File: config.mk
export PLATFORM = sky130hd
export DESIGN_NAME = data_statistics_ctrl
export DESIGN_NICKNAME = d
export VERILOG_FILES = /design/src/rtl/data_statistics_ctrl.sv
export SDC_FILE = /design/constraint.sdc
export NUM_CORES = 1
export LEC_CHECK = 0
export CAP_MARGIN = 20
export CORE_ASPECT_RATIO = 0.8
export CORE_MARGIN = 3
export CORE_UTILIZATION = 45
export CTS_CLUSTER_SIZE = 8
export DETAILED_ROUTE_END_ITERATION = 12
export GPL_TIMING_DRIVEN = 0
export PLACE_DENSITY_LB_ADDON = 0.08
export SLEW_MARGIN = 20
export SYNTH_ARGS = -nofsm -noshare
export SYNTH_HDL_FRONTEND = slang
export SYNTH_SLANG_ARGS = --single-unit
File: constraint.sdc
create_clock -name clock -period 3.1 [get_ports clock]
set_input_delay 0.465 -clock clock [delete_from_list [all_inputs] [get_ports clock]]
set_output_delay 0.465 -clock clock [all_outputs]
set_load 0.1 [all_outputs]
File: src/rtl/data_statistics_ctrl.sv
// Session sequencer for the data_statistics histogram engine: clears the engine, forwards a fixed
// number of samples, drains and closes the session, then sweeps every bin out as (bin, count) words.
module data_statistics_ctrl #(
   parameter int DSIZE      = 10,
   parameter int NBINS      = 16,
   parameter int CSIZE      = 16,
   parameter int LSIZE      = 16,
   parameter int RD_LAT     = 1,
   parameter int START_CYC  = 3,
   parameter int FINISH_GAP = 10,
   parameter int FINISH_CYC = 3,
   localparam int IW        = $clog2(NBINS)
) (
   input  logic             clock,
   input  logic             rst,
   input  logic             cmd_start,
   input  logic [LSIZE-1:0] cmd_len,
   input  logic [DSIZE-1:0] in_data,
   input  logic             in_vld,
   output logic             in_rdy,
   output logic             st_start,
   output logic             st_finish,
   output logic [DSIZE-1:0] st_data,
   output logic             st_vld,
   output logic [IW-1:0]    st_index,
   output logic             st_get,
   input  logic [CSIZE-1:0] st_summary,
   output logic [IW-1:0]    out_bin,
   output logic [CSIZE-1:0] out_count,
   output logic             out_vld,
   input  logic             out_rdy,
   output logic             out_last,
   output logic [LSIZE-1:0] ovf_cnt,
   output logic             busy,
   output logic             done
);

   localparam int          CW      = 16;
   localparam logic [31:0] NB      = NBINS;
   localparam logic [IW-1:0] LAST_IDX = IW'(NBINS - 1);

   typedef enum logic [2:0] {
      IDLE, CLEAR, COLLECT, DRAIN, FINISH, READ_REQ, READ_WAIT, READ_OUT
   } state_t;

   state_t           state, state_nx;
   logic [CW-1:0]    cnt;
   logic [LSIZE-1:0] remaining;
   logic [IW-1:0]    idx;
   logic             accept;
   logic             in_range;

   function automatic logic [LSIZE-1:0] sat_inc(input logic [LSIZE-1:0] v);
      return (&v) ? v : v + 1'b1;
   endfunction

   assign in_range = 32'(in_data) < NB;
   assign st_index = idx;

   always_ff @(posedge clock or posedge rst) begin
      if (rst) state <= IDLE;
      else     state <= state_nx;
   end

   always_comb begin
      state_nx  = state;
      in_rdy    = 1'b0;
      st_start  = 1'b0;
      st_finish = 1'b0;
      st_get    = 1'b0;
      out_vld   = 1'b0;
      done      = 1'b0;
      accept    = 1'b0;
      busy      = (state != IDLE);
      case (state)
         IDLE:      if (cmd_start) state_nx = CLEAR;
         CLEAR: begin
            st_start = 1'b1;
            if (cnt == CW'(START_CYC - 1))
               state_nx = (remaining == '0) ? DRAIN : COLLECT;
         end
         COLLECT: begin
            in_rdy = 1'b1;
            accept = in_vld;
            if (accept && remaining <= LSIZE'(1)) state_nx = DRAIN;
         end
         DRAIN:     if (cnt == CW'(FINISH_GAP - 1)) state_nx = FINISH;
         FINISH: begin
            st_finish = 1'b1;
            if (cnt == CW'(FINISH_CYC - 1)) state_nx = READ_REQ;
         end
         READ_REQ: begin
            st_get   = 1'b1;
            state_nx = READ_WAIT;
         end
         READ_WAIT: if (cnt == CW'(RD_LAT - 1)) state_nx = READ_OUT;
         READ_OUT: begin
            out_vld = 1'b1;
            if (out_rdy) begin
               done     = out_last;
               state_nx = out_last ? IDLE : READ_REQ;
            end
         end
         default:   state_nx = IDLE;
      endcase
   end

   // Session datapath: phase counter, sample forwarding, readout capture
   always_ff @(posedge clock or posedge rst) begin
      if (rst) begin
         cnt       <= '0;
         remaining <= '0;
         idx       <= '0;
         ovf_cnt   <= '0;
         st_data   <= '0;
         st_vld    <= 1'b0;
         out_bin   <= '0;
         out_count <= '0;
         out_last  <= 1'b0;
      end else begin
         cnt    <= (state_nx != state) ? '0 : cnt + 1'b1;
         st_vld <= 1'b0;
         if (state == IDLE && cmd_start) begin
            remaining <= cmd_len;
            ovf_cnt   <= '0;
         end
         if (accept) begin
            if (remaining != '0) remaining <= remaining - 1'b1;
            if (in_range) begin
               st_vld  <= 1'b1;
               st_data <= in_data;
            end else begin
               ovf_cnt <= sat_inc(ovf_cnt);
            end
         end
         if (state == FINISH) idx <= '0;
         if (state == READ_WAIT && cnt == CW'(RD_LAT - 1)) begin
            out_count <= st_summary;
            out_bin   <= idx;
            out_last  <= (idx == LAST_IDX);
         end
         if (state == READ_OUT && out_rdy && idx != LAST_IDX) idx <= idx + 1'b1;
      end
   end

endmodule

==> flow_summary.ini <==
[run_status]
status = finished, final reports clean

[finish]
area_delta_synth_final_pct = 34.36
final_cell_area_um2 = 6086
final_cell_mix = clkdlybuf4s50_1 (101), dfrtp_1 (87), nor3_1 (37)
nets = 611
postLayoutCoreUtil_pct = 62.55
drive_above_1_share_pct = 13.24
final-instance-count-excl-fill = 695
layout_commonest_cell = clkdlybuf4s50_1
diodes = 0

[drt]
dr.first_iter.drc_count = 212
wl_met2_mm = 5.398
vias_per_cell = 5.515
antenna_left = 0
wl_met3_um = 613
drc = 0
wire_per_inst_um = 16.24
highest_layer = met4
dr.pass1.iters = 5
drt-met1-wl_mm = 5.140
vias = 3833
wirelength_mm = 11.29

[yosys]
yosysSeqAreaShare_pct = 48.07
synth_edf_count = 0
ys.flop_type = dfrtp_1
ys_types = 63
avgSynthCellArea_um2 = 10.34
synthesis.area_um2 = 4529
async_flop_share_pct = 100.0
ys_ff_latch = 87
synth_cells = 438
synth_nets = 494
synth_warnings = 0

[clock_tree]
postCtsSetupBuffers = 0
cts-root-buf = clkbuf_16
hold_buffers = 0
numCtsBuffers = 9
cts_tree = yes
cts.sinks = 87
path_clk_slew_ps = 60
cts_resized = 4
clockBufferDepth = 2
clk-insertion-delay-late_ps = 340
h-tree-depth = 3

[place]
dp.final_hpwl_mm = 8.144
pre_cts_ws_ps = 153.1
place_congestion = 0.8733
placed_area_um2 = 5786
io_buffer_count = 105
place_inst = 680

[floorplanning]
die_h_um = 95.74
core_area_um2 = 9729
die-area_um2 = 11310
pin_count = 106
num_rows = 32
dieWidth_um = 118.2
initial_utilization_pct = 46.55

[worst_setup_path]
critPathLaunch = state[2]$_DFF_PP0_
endpoint_kind = output pin
critPathArrivalTime_ps = 2580
crit_required_ps = 2630
slowest_delay_ps = 1170
path_common_cell = clkbuf_1
worst-path-max-fanout = 10
r2r-start = cnt[6]$_DFF_PP0_
worstSetupPathType = flop to output pin
crit_path_start_kind = flop
cp_slowest_cell = clkdlybuf4s50_1
crit_chain = clkbuf_1 > clkbuf_1 > nor3b_2 > clkdlybuf4s50_1

[sta]
fmax_ghz = 0.3289
tightestPinTransition_ps = 1008
period_minus_slack_ps = 3041
slew_violations = 0
post-route-period-util_pct = 98.08
setup_ws_ps = 59.47
setup_viol = 0
fin_skew_ps = 7.157
slew_headroom_pct = 32.62
hold_ws_ps = 482.0
hold_viol_final = 0
rsz0062_at_grt = no

[global_routing]
grt_overflow_total = 0
antenna_found_initial = 0
grt_pass1_wl_mm = 18.60
grt_pass1_vias = 3711
grt_max_degree = 47
track_usage_pct = 20.39

[worst_hold_path]
hp-class = flop to flop
min_from = st_data[6]$_DFFE_PP0P_

[power_and_ir_drop]
p_leak_nw = 2.611
irDropWorstVdd_mv = 0.2543
power_density_nw_per_um2 = 663.1

[run]
drv_cap = 0
[final cells by class]
class	count	area (µm²)
clock inverters	4	70.07
multi-input cells	319	2216
repair buffers	106	1066
flip-flops and latches	87	2177
clock buffers	11	242.7
fillers	859	3643
inverters	14	55.05
well taps	136	170.2
plain buffers	18	88.84
[metal layers]
layer | track usage [%] | vias up
li1 | - | 1855
met1 | 27.03 | 1863
met2 | 33.43 | 100
met3 | 5.347 | 15
met4 | 5.854 | 0
met5 | 0 | -
[critical path, delay by kind of cell, from the launching register on]
kind	cells	cell delay, ps
buffers and inverters	3	1630
flip-flops	1	360
AND/OR/NAND/NOR	1	250
[kinds of logic after synthesis]
kind of cell | after synthesis | synth area share, %
AO/OA/AOI/OAI | 78 | 13.29
XOR/XNOR | 16 | 3.094
adder cells (fa/ha/maj) | 9 | 2.486
buffers and inverters | 32 | 3.122
flip-flops | 87 | 48.07
multiplexers | 29 | 7.182
AND/OR/NAND/NOR | 187 | 22.76
[final timing paths]
path                                            endpoint  slack (ps)  cells past startpoint
worst min-delay path              st_data[6]$_DFFE_PP0P_         480                      1
worst max-delay path                            st_start          60                      4
max in group asynchronous         ovf_cnt[3]$_DFFE_PP0P_        1950                      3
min in group asynchronous       out_count[6]$_DFFE_PP0P_         540                      2
worst max register to register         cnt[13]$_DFF_PP0_         780                      6
worst min register to register    st_data[6]$_DFFE_PP0P_         480                      1
[state kept, by name, summed over array words and instances, names as in the netlist]
signal / cells
out_count: 16
remaining: 16
out_last: 1
cnt: 16
st_data: 10
out_bin: 4
ovf_cnt: 16
st_index: 4
state: 3
st_vld: 1
[where the power goes]
group	switching [mW]	total [mW]	internal, mW
sequential	0.221	1.52	1.30
combinational	0.907	1.36	0.452
clock	0.434	1.16	0.721
total	1.56	4.04	2.47
[cells in the mapped netlist, types with 9 or more instances]
cell | n | area share (%)
a21oi_1 | 12 | 1.3
nor3_1 | 37 | 4.1
a31oi_1 | 9 | 1.2
o21ai_0 | 17 | 1.9
nand2_1 | 34 | 2.8
xor2_1 | 10 | 1.9
dfrtp_1 | 87 | 48
mux2_2 | 24 | 6.0
and2_1 | 12 | 1.7
and3_1 | 11 | 1.5
ha_1 | 9 | 2.5
nor2_1 | 25 | 2.1
inv_1 | 14 | 1.2
nand3_1 | 22 | 2.4
[through the flow]
step | power, mW | TNS [ps]
final | 4.036 | 0
after global routing | 4.253 | 0
after CTS | 4.061 | 0
after detailed placement | 2.891 | 0
after global placement | 2.853 | -93160
after floorplan | 2.512 | 0
No activity file was read; power rests on OpenSTA's default activity.
